<file path="config.mk">
export PLATFORM = sky130hd
export DESIGN_NAME = frontpanel_spi_responder
export DESIGN_NICKNAME = d
export VERILOG_FILES = /design/src/rtl/frontpanel_spi_responder_pkg.sv /design/src/rtl/frontpanel_spi_sync.sv /design/src/rtl/frontpanel_spi_responder.sv
export SDC_FILE = /design/constraint.sdc
export NUM_CORES = 1
export LEC_CHECK = 0
export ABC_AREA = 1
export CORE_ASPECT_RATIO = 1.2
export CORE_MARGIN = 2
export CORE_UTILIZATION = 29
export CTS_CLUSTER_SIZE = 16
export DETAILED_ROUTE_END_ITERATION = 6
export GPL_TIMING_DRIVEN = 0
export SLEW_MARGIN = 40
export SYNTH_ARGS = -nofsm -noshare
export SYNTH_HDL_FRONTEND = slang
export SYNTH_HIERARCHICAL = 1
export SYNTH_SLANG_ARGS = --single-unit
</file>
<file path="constraint.sdc">
create_clock -name clk -period 2.8 [get_ports clk]
set_input_delay 0.84 -clock clk [delete_from_list [all_inputs] [get_ports clk]]
set_output_delay 0.84 -clock clk [all_outputs]
set_load 0.01 [all_outputs]
</file>
<file path="src/rtl/frontpanel_spi_responder_pkg.sv">
// Shared definitions for the front-panel SPI responder.
// Contents:
//   spi_state_t      - transaction state (idle, selected between bytes, shifting a byte)
//   SYNC_STAGES_DEF  - default synchronizer depth for sck, cs_n and mosi
//   IDLE_BYTE_DEF    - default byte returned on miso when nothing is queued
//   BYTE_LAST_BIT    - bit-counter value at the eighth (last) bit of a byte
package frontpanel_spi_responder_pkg;

  typedef enum logic [1:0] {
    ST_IDLE      = 2'd0,
    ST_SELECTED  = 2'd1,
    ST_SHIFTING  = 2'd2
  } spi_state_t;

  localparam int unsigned SYNC_STAGES_DEF = 2;
  localparam logic [7:0]  IDLE_BYTE_DEF   = 8'h00;
  localparam logic [2:0]  BYTE_LAST_BIT   = 3'd7;

endpackage

</file>
<file path="src/rtl/frontpanel_spi_sync.sv">
// Multi-flop synchronizer with registered edge detection for one asynchronous
// SPI input.
// Ports:
//   clk, rst  - system clock, asynchronous active-high reset (clears all flops)
//   i_async   - raw asynchronous input
//   o_level   - synchronized level (last synchronizer stage)
//   o_rise    - one-cycle strobe, registered the cycle after o_level goes 0->1
//   o_fall    - one-cycle strobe, registered the cycle after o_level goes 1->0
// STAGES must be at least 2.
module frontpanel_spi_sync
  import frontpanel_spi_responder_pkg::*;
#(
  parameter int unsigned STAGES = SYNC_STAGES_DEF
) (
  input  logic clk,
  input  logic rst,
  input  logic i_async,
  output logic o_level,
  output logic o_rise,
  output logic o_fall
);

  logic [STAGES-1:0] r_sync;
  logic              r_prev;
  logic              r_rise;
  logic              r_fall;

  always_ff @(posedge clk or posedge rst) begin
    if (rst) begin
      r_sync <= '0;
      r_prev <= 1'b0;
      r_rise <= 1'b0;
      r_fall <= 1'b0;
    end else begin
      r_sync <= {r_sync[STAGES-2:0], i_async};
      r_prev <= r_sync[STAGES-1];
      r_rise <= r_sync[STAGES-1] & ~r_prev;
      r_fall <= ~r_sync[STAGES-1] & r_prev;
    end
  end

  assign o_level = r_sync[STAGES-1];
  assign o_rise  = r_rise;
  assign o_fall  = r_fall;

endmodule

</file>
<file path="src/rtl/frontpanel_spi_responder.sv">
// SPI mode-0 slave responder for the front panel. Everything runs on clk; the
// host's sck/cs_n/mosi are oversampled (clk must be >= 8x sck).
// Ports:
//   clk, rst                 - system clock, asynchronous active-high reset
//   spi_sck/spi_cs_n/spi_mosi- host SPI inputs (asynchronous)
//   spi_miso                 - device data out, 0 while deselected
//   rx_data_valid/rx_data    - one-cycle strobe with the received byte
//   rx_first                 - qualifies rx_data_valid: first byte after select
//   tx_data_valid/tx_data    - load a byte into the transmit holding register
//   tx_ready                 - holding register empty
//   tx_underrun              - strobe: a byte slot started with nothing queued
//   cs_start/cs_end          - strobes on synchronized cs_n fall/rise
module frontpanel_spi_responder
  import frontpanel_spi_responder_pkg::*;
#(
  parameter int unsigned SYNC_STAGES = SYNC_STAGES_DEF,
  parameter logic [7:0]  IDLE_BYTE   = IDLE_BYTE_DEF
) (
  input  logic       clk,
  input  logic       rst,
  input  logic       spi_sck,
  input  logic       spi_cs_n,
  input  logic       spi_mosi,
  output logic       spi_miso,
  output logic       rx_data_valid,
  output logic [7:0] rx_data,
  output logic       rx_first,
  input  logic       tx_data_valid,
  input  logic [7:0] tx_data,
  output logic       tx_ready,
  output logic       tx_underrun,
  output logic       cs_start,
  output logic       cs_end
);

  logic w_sck_rise, w_sck_fall, w_cs_level, w_cs_start, w_cs_end, w_mosi;
  // Edge/level outputs that this design has no use for on a given input.
  logic w_sck_level_unused, w_mosi_rise_unused, w_mosi_fall_unused;

  frontpanel_spi_sync #(.STAGES(SYNC_STAGES)) u_sync_sck (
    .clk(clk), .rst(rst), .i_async(spi_sck),
    .o_level(w_sck_level_unused), .o_rise(w_sck_rise), .o_fall(w_sck_fall)
  );

  frontpanel_spi_sync #(.STAGES(SYNC_STAGES)) u_sync_cs (
    .clk(clk), .rst(rst), .i_async(spi_cs_n),
    .o_level(w_cs_level), .o_rise(w_cs_end), .o_fall(w_cs_start)
  );

  frontpanel_spi_sync #(.STAGES(SYNC_STAGES)) u_sync_mosi (
    .clk(clk), .rst(rst), .i_async(spi_mosi),
    .o_level(w_mosi), .o_rise(w_mosi_rise_unused), .o_fall(w_mosi_fall_unused)
  );

  spi_state_t r_state, w_state_nxt;
  logic [2:0] r_bit_cnt;
  logic [6:0] r_rx_shift;
  logic [7:0] r_rx_data, r_tx_shift, r_hold_data;
  logic       r_hold_full, r_load_pending, r_first_byte;
  logic       r_rx_valid, r_rx_first, r_tx_underrun;

  logic w_active, w_rise_act, w_fall_act, w_byte_done;
  logic w_slot_load, w_shift_out, w_tx_accept;

  // cs_end wins over any sck edge in the same cycle, and sck is ignored
  // whenever the synchronized chip select is high.
  assign w_active    = (r_state != ST_IDLE) && !w_cs_end && !w_cs_level;
  assign w_rise_act  = w_sck_rise && w_active;
  assign w_fall_act  = w_sck_fall && w_active;
  assign w_byte_done = w_rise_act && (r_bit_cnt == BYTE_LAST_BIT);
  // A byte slot opens at select, and at the first falling edge after a
  // completed byte; other falling edges in a byte just advance miso.
  assign w_slot_load = w_cs_start || (w_fall_act && r_load_pending);
  assign w_shift_out = w_fall_act && !r_load_pending && (r_state == ST_SHIFTING);
  assign w_tx_accept = tx_data_valid && !r_hold_full;

  always_ff @(posedge clk or posedge rst) begin
    if (rst) r_state <= ST_IDLE;
    else     r_state <= w_state_nxt;
  end

  always_comb begin
    w_state_nxt = r_state;
    if (w_cs_end) begin
      w_state_nxt = ST_IDLE;
    end else begin
      case (r_state)
        ST_IDLE:     if (w_cs_start)  w_state_nxt = ST_SELECTED;
        ST_SELECTED: if (w_rise_act)  w_state_nxt = ST_SHIFTING;
        ST_SHIFTING: if (w_byte_done) w_state_nxt = ST_SELECTED;
        default:                      w_state_nxt = ST_IDLE;
      endcase
    end
  end

  // Receive path and byte framing.
  always_ff @(posedge clk or posedge rst) begin
    if (rst) begin
      r_bit_cnt      <= 3'd0;
      r_rx_shift     <= 7'd0;
      r_rx_data      <= 8'h00;
      r_rx_valid     <= 1'b0;
      r_rx_first     <= 1'b0;
      r_first_byte   <= 1'b0;
      r_load_pending <= 1'b0;
    end else begin
      r_rx_valid <= w_byte_done;
      if (w_rise_act) begin
        r_bit_cnt  <= r_bit_cnt + 3'd1;
        r_rx_shift <= {r_rx_shift[5:0], w_mosi};
      end
      if (w_byte_done) begin
        r_rx_data    <= {r_rx_shift, w_mosi};
        r_rx_first   <= r_first_byte;
        r_first_byte <= 1'b0;
      end
      if (w_cs_start) begin
        r_bit_cnt      <= 3'd0;
        r_first_byte   <= 1'b1;
        r_load_pending <= 1'b0;
      end else if (w_cs_end || w_slot_load) begin
        r_load_pending <= 1'b0;
      end else if (w_byte_done) begin
        r_load_pending <= 1'b1;
      end
    end
  end

  // Transmit path. A tx_data_valid arriving in the slot-load cycle bypasses
  // the (empty) holding register and goes straight into the shifter.
  always_ff @(posedge clk or posedge rst) begin
    if (rst) begin
      r_tx_shift    <= 8'h00;
      r_hold_data   <= 8'h00;
      r_hold_full   <= 1'b0;
      r_tx_underrun <= 1'b0;
    end else begin
      r_tx_underrun <= w_slot_load && !w_tx_accept && !r_hold_full;
      if (w_slot_load) begin
        if (w_tx_accept) begin
          r_tx_shift <= tx_data;
        end else if (r_hold_full) begin
          r_tx_shift  <= r_hold_data;
          r_hold_full <= 1'b0;
        end else begin
          r_tx_shift <= IDLE_BYTE;
        end
      end else begin
        if (w_shift_out) r_tx_shift <= {r_tx_shift[6:0], 1'b0};
        if (w_tx_accept) begin
          r_hold_data <= tx_data;
          r_hold_full <= 1'b1;
        end
      end
    end
  end

  assign spi_miso      = (r_state != ST_IDLE) && r_tx_shift[7];
  assign rx_data_valid = r_rx_valid;
  assign rx_data       = r_rx_data;
  assign rx_first      = r_rx_first;
  assign tx_ready      = !r_hold_full;
  assign tx_underrun   = r_tx_underrun;
  assign cs_start      = w_cs_start;
  assign cs_end        = w_cs_end;

endmodule

</file>
==> reports/qor.yml, run 1 <==
outcome: "finished, final reports clean"
path_cells: "nor2_2 -> nor2_1 -> clkdlybuf4s50_1"
wl_met3_um: 234
n_antenna_cell: 0
drt-total-wl_um: 4350
reg2reg_slack_ps: 850
critPathMaxFanout: 3
clk_latency_ps: 320
netlist_area_um2: 2310
holdBufCountCts: 0
start_kind: "register"
multi_input_area_um2: 771
critPathSlowestCell: "clkdlybuf4s50_1"
peakVddDrop_mv: 0.249
die_y_um: 102
netlist_instances: 254
relSlewSlack_pct: 70.5
post-route-period-util_pct: 86.6
r2r_start: "r_state[1]"
final_nets: 308
p_leak_nw: 1.41
post_dp_cell_area_um2: 2740
syn_avg_cell_area_um2: 9.11
grt_pass1_vias: 1658
synthesis.nets: 272
rows: 35
grt_remaining_overflow: 0
clk_pin_slew_worst_paths_ps: 90
io_buffers: 28
clock_path_buffers: 2
wl_met1_um: 2050
worst_setup_path_end_kind: "output port"
die_area_um2: 8720
slew_violations: 0
viasPerCell: 4.46
cts_sinks: 54
hold_viol_final: 0
drt-pass1-iter-count: 4
dp_hpwl_um: 3120
worst_pin_slew_ps: 443
cp-startpoint: "r_state[1]"
coreArea_um2: 7710
via_count: 1707
rsz0062_at_grt: "no"
grt_max_degree: 43
start_util_pct: 30.0
antenna_found_initial: 0
regArea_um2: 1350
fin_ws_ps: 374
hp-start: "u_sync_sck/r_sync[0]"
grt_pass1_wl_um: 7680
worstReg2RegEnd: "r_hold_data[0]"
power_density_nw_per_um2: 673
ant_nets: 0
post_drt_wl_per_cell_um: 11.4
drt_iter0_drc: 141
finalInstanceArea_um2: 2830
dp_cells: 375
ys_warn_count: 6
area_delta_synth_final_pct: 22.4
crit_type: "register to output port"
cts_setup_buffers: 0
cts_tree: "yes"
clk_root_buffer_cell: "clkbuf_8"
maxCapViolCount: 0
rr_worst_depth: 8
max_stage_delay_ps: 490
cts_buffers: 5
cts_resized: 0
path_buf_inv: 1
holdPathStages: 0
crit_family: "buffers and inverters"
wl_met2_um: 2000
gp_congestion: 0.807
io_pins: 29
dp_slack_ps: 279
grt_usage_pct: 11.2
drive_gt1_share_pct: 12.4
hold_end: "u_sync_sck/r_sync[1]"
setup_viol: 0
drcViolationCount: 0
finClkSkew_ps: 12.2
routed.top_layer: "met4"
num-fill-cells: 795
final_cells: 383
max_freq_ghz: 0.412
fin_crit_ps: 2430
crit_required_ps: 1960
htreeDepth: 2
hp-class: "register to register"
cp_data_arrival_time_ps: 1590
fin_util_pct: 36.8
fp.dieW_um: 85.6
-- flip-flops by register name, indices dropped and copies added (netlist names), 2 cells and up --
name / flops
u_sync_sck/r_sync: 2
r_tx_shift: 8
r_state: 2
u_sync_cs/r_sync: 2
r_hold_data: 8
u_sync_mosi/r_sync: 2
r_bit_cnt: 3
r_rx_shift: 7
rx_data: 8
-- report_power, final --
group	switching (mW)	internal (mW)	total, mW
clock network	0.277	0.181	0.459
registers	0.0852	0.918	1.00
logic	0.268	0.178	0.447
total	0.631	1.28	1.91
-- how the worst max path moves through the flow --
stage	endpoint	cells after the start
finish	spi_miso	3
global route	spi_miso	3
CTS	spi_miso	3
detailed placement	r_hold_data[0]	6
global placement	r_hold_data[5]	2
floorplan	r_bit_cnt[0]	1
-- stage by stage --
stage	hold slack, ps	setup TNS, ps	power [mW]
global route	369	0	2.05
global placement	333	-3530	1.45
CTS	359	0	1.93
floorplan	331	0	1.32
finish	359	0	1.91
detailed placement	336	0	1.47
-- layout by cell type (no fill, tap or decap) --
master	count
nand2_1	68
dfrtp_1	54
inv_1	30
clkdlybuf4s50_1	28
nand3_1	22
o21ai_1	20
inv_2	12
nor2_1	10
o21ai_0	10
nand4_1	5
clkbuf_8	5
ha_1	4
nand3_2	3
nand2_2	2
clkbuf_1	2
nor2_2	1
nor2_8	1
buf_4	1
xor2_1	1
nand3_4	1
nand2_4	1
buf_6	1
nand4_2	1
buf_2	1
inv_4	1
a211oi_2	1
nor3_1	1
clkinv_4	1
inv_6	1
clkinvlp_4	1
buf_16	1
-- area by class of cell --
| class | instances | area share [%] |
|---|---|---|
| sequential | 54 | 47.7 |
| tap | 92 | 4.06 |
| buffer | 5 | 1.10 |
| timing repair buffer | 29 | 10.9 |
| inverter | 43 | 5.78 |
| multi-input combinational | 152 | 27.2 |
| clock inverter | 3 | 0.883 |
| clock buffer | 5 | 2.43 |
-- per-layer routing --
metal	vias to the layer above	track usage [%]
met5	-	0
met4	0	4.76
met3	8	3.07
met2	33	17.7
met1	799	14.5
li1	867	-
No activity file was read; power rests on OpenSTA's default activity.
==> inputs of run 2 (changes only) <==
--- a/config.mk
+++ b/config.mk
@@ -12,7 +12,6 @@
 export CTS_CLUSTER_SIZE = 16
 export DETAILED_ROUTE_END_ITERATION = 6
 export GPL_TIMING_DRIVEN = 0
-export SLEW_MARGIN = 40
 export SYNTH_ARGS = -nofsm -noshare
 export SYNTH_HDL_FRONTEND = slang
 export SYNTH_HIERARCHICAL = 1
==> run 2 against run 1 <==
Net effect: power is 0.28% lower; via count is 0.76% lower; fmax is 0.41% higher; routed wire length is 0.94% lower; worst hold slack worse by 2.5 ps; die area stayed put; sequential power hardly changed; global-route usage is 0.12 points lower; setup slack better by 9.9 ps; sequential cell count stayed put; sequential share of layout area is 0.17 points higher; critical path type unchanged.
==> reports/qor.yml, run 2 (synthesis gave the netlist of run 1 again) <==
finClkSkew_ps: 13.0  # was 12.2 ps
clk_pin_slew_worst_paths_ps: 90  # about the same
r2r_start: "r_state[0]"  # was r_state[1]
start_util_pct: 30.0  # unchanged
clkPwrFrac_pct: 23.9  # was 24.0%
holdWs_ps: 356  # was 359 ps
relSlewSlack_pct: 69.3  # was 70.5%
critPathSlowestCell: "clkdlybuf4s50_1"  # unchanged
cts_resized: 0  # unchanged
setup_tns_ps: 0  # unchanged
slew_violations: 0  # unchanged
reg2reg_slack_ps: 850  # about the same
p_leak_nw: 1.40  # was 1.41 nW
clk_latency_ps: 310  # was 320 ps
crit_type: "register to output port"  # unchanged
drt_iter0_drc: 118  # was 141
num-fill-cells: 795  # unchanged
viasPerCell: 4.42  # was 4.46
drive_gt1_share_pct: 12.4  # unchanged
cts_tree: "yes"  # unchanged
clock_path_buffers: 2  # unchanged
drt-pass1-iter-count: 4  # unchanged
antenna_found_initial: 0  # unchanged
start_kind: "register"  # unchanged
rows: 35  # unchanged
cts_setup_buffers: 0  # unchanged
worst_setup_path_end_kind: "output port"  # unchanged
rsz0062_at_grt: "no"  # unchanged
via_count: 1694  # was 1,707
cts_buffers: 5  # unchanged
p_sw_mw: 0.627  # was 0.631 mW
seq_power_share_pct: 52.6  # about the same
path_cells: "nor2_2 -> nor2_1 -> clkdlybuf4s50_1"  # unchanged
coreArea_um2: 7710  # unchanged
final_nets: 308  # unchanged
fp.dieW_um: 85.6  # unchanged
hp-start: "u_sync_cs/r_sync[0]"  # was u_sync_sck/r_sync[0]
max_stage_delay_ps: 490  # about the same
drcViolationCount: 0  # unchanged
fin_crit_ps: 2420  # was 2430 ps
max_freq_ghz: 0.414  # was 0.412 GHz
drt-total-wl_um: 4310  # was 4350 um
switching_share_pct: 33.0  # was 33.1%
io_buffers: 28  # unchanged
hold_viol_final: 0  # unchanged
layout_commonest_cell: "nand2_1"  # unchanged
holdPathStages: 0  # unchanged
worst_pin_slew_ps: 460  # was 443 ps
dp_hpwl_um: 3200  # was 3120 um
io_pins: 29  # unchanged
grt_pass1_vias: 1639  # was 1,658
grt_usage_pct: 11.1  # was 11.2%
p_int_mw: 1.28  # about the same
final_cells: 383  # unchanged
n_antenna_cell: 0  # unchanged
grt_pass1_wl_um: 7690  # was 7680 um
combPwrFrac_pct: 23.4  # about the same
die_area_um2: 8720  # unchanged
fin_util_pct: 36.6  # was 36.8%
post-route-period-util_pct: 86.3  # was 86.6%
grt_remaining_overflow: 0  # unchanged
maxCapViolCount: 0  # unchanged
area_delta_synth_final_pct: 22.0  # was 22.4%
clk_root_buffer_cell: "clkbuf_8"  # unchanged
power_density_nw_per_um2: 674  # was 673 nW/um2
die_y_um: 102  # unchanged
crit_required_ps: 1960  # about the same
peakVddDrop_mv: 0.262  # was 0.249 mV
ant_nets: 0  # unchanged
htreeDepth: 2  # unchanged
cp_data_arrival_time_ps: 1580  # was 1590 ps
setup_viol: 0  # unchanged
holdBufCountCts: 0  # unchanged
rr_worst_depth: 8  # unchanged
critPathMaxFanout: 5  # was 3
hp-class: "register to register"  # unchanged
final_cell_mix: "68 x nand2_1, 54 x dfrtp_1, 30 x inv_1"  # unchanged
worstReg2RegEnd: "r_hold_data[1]"  # was r_hold_data[0]
outcome: "finished, final reports clean"  # unchanged
dp_cells: 375  # unchanged
post_drt_wl_per_cell_um: 11.2  # was 11.4 um
grt_max_degree: 30  # was 43
gp_congestion: 0.807  # unchanged
cts_sinks: 54  # unchanged
hold_end: "u_sync_cs/r_sync[1]"  # was u_sync_sck/r_sync[1]
==> run 2: metal layers <==
metal	up-vias	wire length [um]	track usage [%]
li1	869	-	-
met4	0	38	3.66
met1	793	2130	15.3
met3	5	186	2.75
met5	-	0	0
met2	27	1960	17.1
==> run 2: power groups by stage <==
| stage | sequential (mW) | combinational, mW | clock (mW) |
|---|---|---|---|
| finish | 1.00 | 0.446 | 0.455 |
| global route | 1.02 | 0.523 | 0.504 |
| CTS | 1.00 | 0.456 | 0.465 |
| detailed placement | 1.02 | 0.453 | 0 |
| global placement | 1.01 | 0.440 | 0 |
| floorplan | 0.997 | 0.327 | 0 |
==> run 2: cell type report <==
| class | count | area [um2] | area share [%] |
|---|---|---|---|
| well taps | 92 | 115 | 4.08 |
| clock inverters | 3 | 25.0 | 0.886 |
| plain buffers | 5 | 31.3 | 1.11 |
| inverters | 43 | 161 | 5.72 |
| flip-flops and latches | 54 | 1350 | 47.9 |
| repair buffers | 29 | 300 | 10.6 |
| clock buffers | 5 | 68.8 | 2.44 |
| multi-input cells | 152 | 771 | 27.3 |
==> run 2: through the flow <==
step	cell area (um2)	worst slack [ps]	power, mW
after floorplan	2310	986	1.32
after global placement	2710	-85.7	1.45
after detailed placement	2730	280	1.48
after CTS	2820	343	1.93
after global routing	2820	286	2.05
final	2820	384	1.90
==> run 2: critical path: cells and delay by family, from the launching register on <==
kind / cells / cell delay (ps)
buffers and inverters: 1 / 490
DFF: 1 / 440
and+or+nand+nor: 2 / 350
==> run 2: worst max path at each step <==
| stage | start | end | slack (ps) | cells past startpoint |
|---|---|---|---|---|
| CTS | r_state[0] | spi_miso | 340 | 3 |
| global route | r_state[0] | spi_miso | 290 | 3 |
| detailed placement | tx_data_valid | r_hold_data[0] | 280 | 6 |
| finish | r_state[0] | spi_miso | 380 | 3 |
| global placement | rst | r_hold_data[5] | -90 | 2 |
| floorplan | rst | r_bit_cnt[0] | 990 | 1 |
==> inputs of run 3 (changes only) <==
--- a/config.mk
+++ b/config.mk
@@ -11,7 +11,6 @@
 export CORE_UTILIZATION = 29
 export CTS_CLUSTER_SIZE = 16
 export DETAILED_ROUTE_END_ITERATION = 6
-export GPL_TIMING_DRIVEN = 0
 export SYNTH_ARGS = -nofsm -noshare
 export SYNTH_HDL_FRONTEND = slang
 export SYNTH_HIERARCHICAL = 1
==> run 3 against run 2 <==
Net effect: clock-buffer cell count stayed put; critical path type unchanged; largest power group unchanged; clock power increased by 11%; global-route usage down 0.43 points; first-iteration DRC count decreased by 57%; critical endpoint unchanged; cell area fell by 1.0%; power increased by 2.3%; largest cell class unchanged.
==> reports/qor.yml, run 3 (synthesis gave the netlist of run 1 again) <==
outcome: "finished, final reports clean"  # unchanged
hold_viol_final: 0  # unchanged
hp-start: "u_sync_cs/r_sync[0]"  # unchanged
fp.dieW_um: 85.6  # unchanged
maxCapViolCount: 0  # unchanged
coreArea_um2: 7710  # unchanged
critPathSlowestCell: "clkdlybuf4s50_1"  # unchanged
dp_hpwl_um: 2930  # was 3200 um
final_cell_mix: "68 x nand2_1, 54 x dfrtp_1, 31 x inv_1"  # was 68 x nand2_1, 54 x dfrtp_1, 30 x inv_1
grt_pass1_wl_um: 7360  # was 7690 um
clk_pin_slew_worst_paths_ps: 80  # was 90 ps
die_y_um: 102  # unchanged
cts_tree: "yes"  # unchanged
regArea_um2: 1350  # unchanged
viasPerCell: 4.36  # was 4.42
grt_usage_pct: 10.6  # was 11.1%
max_stage_delay_ps: 480  # was 490 ps
htreeDepth: 2  # unchanged
finClkSkew_ps: 8.55  # was 13.0 ps
worst_setup_path_end_kind: "output port"  # unchanged
num-fill-cells: 805  # was 795
drt_iter0_drc: 51  # was 118
ant_nets: 0  # unchanged
gp_congestion: 0.767  # was 0.807
fin_crit_ps: 2410  # was 2420 ps
post_drt_wl_per_cell_um: 11.1  # was 11.2 um
worst_pin_slew_ps: 549  # was 460 ps
rows: 35  # unchanged
cp-startpoint: "r_state[0]"  # unchanged
setup_viol: 0  # unchanged
hp-class: "register to register"  # unchanged
antenna_found_initial: 0  # unchanged
critPathMaxFanout: 5  # unchanged
max_freq_ghz: 0.416  # was 0.414 GHz
r2r_start: "r_state[0]"  # unchanged
io_pins: 29  # unchanged
crit_type: "register to output port"  # unchanged
final_nets: 303  # was 308
slew_violations: 0  # unchanged
drt-pass1-iter-count: 4  # unchanged
cp_data_arrival_time_ps: 1570  # was 1580 ps
path_cells: "nor2_2 -> nor2_1 -> clkdlybuf4s50_1"  # unchanged
start_util_pct: 30.0  # unchanged
multi_input_area_um2: 771  # unchanged
p_leak_nw: 1.40  # about the same
power_density_nw_per_um2: 697  # was 674 nW/um2
via_count: 1647  # was 1,694
peakVddDrop_mv: 0.317  # was 0.262 mV
holdBufCountCts: 0  # unchanged
relSlewSlack_pct: 63.4  # was 69.3%
die_area_um2: 8720  # unchanged
area_delta_synth_final_pct: 20.8  # was 22.0%
post-route-period-util_pct: 85.9  # was 86.3%
drt-total-wl_um: 4180  # was 4310 um
cts_resized: 0  # unchanged
grt_pass1_vias: 1613  # was 1,639
drive_gt1_share_pct: 11.2  # was 12.4%
grt_remaining_overflow: 0  # unchanged
cts_sinks: 54  # unchanged
layout_commonest_cell: "nand2_1"  # unchanged
cts_buffers: 5  # unchanged
fin_util_pct: 36.3  # was 36.6%
n_antenna_cell: 0  # unchanged
clk_root_buffer_cell: "clkbuf_8"  # unchanged
setup_tns_ps: 0  # unchanged
grt_max_degree: 43  # was 30
drcViolationCount: 0  # unchanged
cts_setup_buffers: 0  # unchanged
rsz0062_at_grt: "no"  # unchanged
clock_path_buffers: 2  # unchanged
io_buffers: 28  # unchanged
start_kind: "register"  # unchanged
crit_required_ps: 1960  # about the same
clk_latency_ps: 300  # was 310 ps
## run 3: changes by cell type in the layout (fill, tap and decap cells not counted), sizes merged
cell,change
buf,-3
clkbuf,-2
bufinv,+1
clkinv,+1
clkinvlp,-1
inv,-1
## run 3: worst paths after layout
path	to	slack, ps	cells past startpoint
setup / recovery	spi_miso	390	3
hold / removal	u_sync_cs/r_sync[1]	350	0
min in group asynchronous	u_sync_mosi/r_sync[0]	770	2
setup reg to reg	r_hold_data[1]	910	7
max in group asynchronous	r_hold_full	1360	3
hold reg to reg	u_sync_cs/r_sync[1]	350	0
## run 3: metal layers
metal	share of wire [%]	GRT usage, %	vias up
li1	-	-	858
met1	49	14.0	755
met2	45	16.9	29
met3	4.2	2.50	5
met4	1.7	4.52	0
met5	0	0	-
## run 3: cell type report
type | instances | share of cell area (%)
sequential | 54 | 48.3
clock inverter | 3 | 1.43
multi-input combinational | 152 | 27.6
tap | 92 | 4.12
clock buffer | 5 | 2.46
inverter | 43 | 5.77
timing repair buffer | 29 | 10.3
## run 3: report_power, final
group	total (mW)	internal [mW]	switching [mW]
clock network	0.507	0.263	0.244
registers	1.00	0.918	0.0835
logic	0.438	0.171	0.267
## run 3: stage by stage
| stage | setup slack [ps] | std cells | cell area, um2 | total power [mW] | hold WS [ps] |
|---|---|---|---|---|---|
| 3_3_place_gp | 539 | 370 | 2690 | 1.45 | 331 |
| 4_1_cts | 354 | 378 | 2800 | 1.98 | 355 |
| 3_5_place_dp | 480 | 370 | 2690 | 1.46 | 335 |
| 6_report | 395 | 378 | 2800 | 1.95 | 353 |
| 5_1_grt | 302 | 378 | 2800 | 2.09 | 359 |
| 2_1_floorplan | 986 | 254 | 2310 | 1.32 | 331 |
## run 3: worst max-delay path: cells and delay by family, from the launching register on
kind                   cells  cell delay [ps]
AND/OR/NAND/NOR            2              350
buffers and inverters      1              480
flip-flops                 1              430
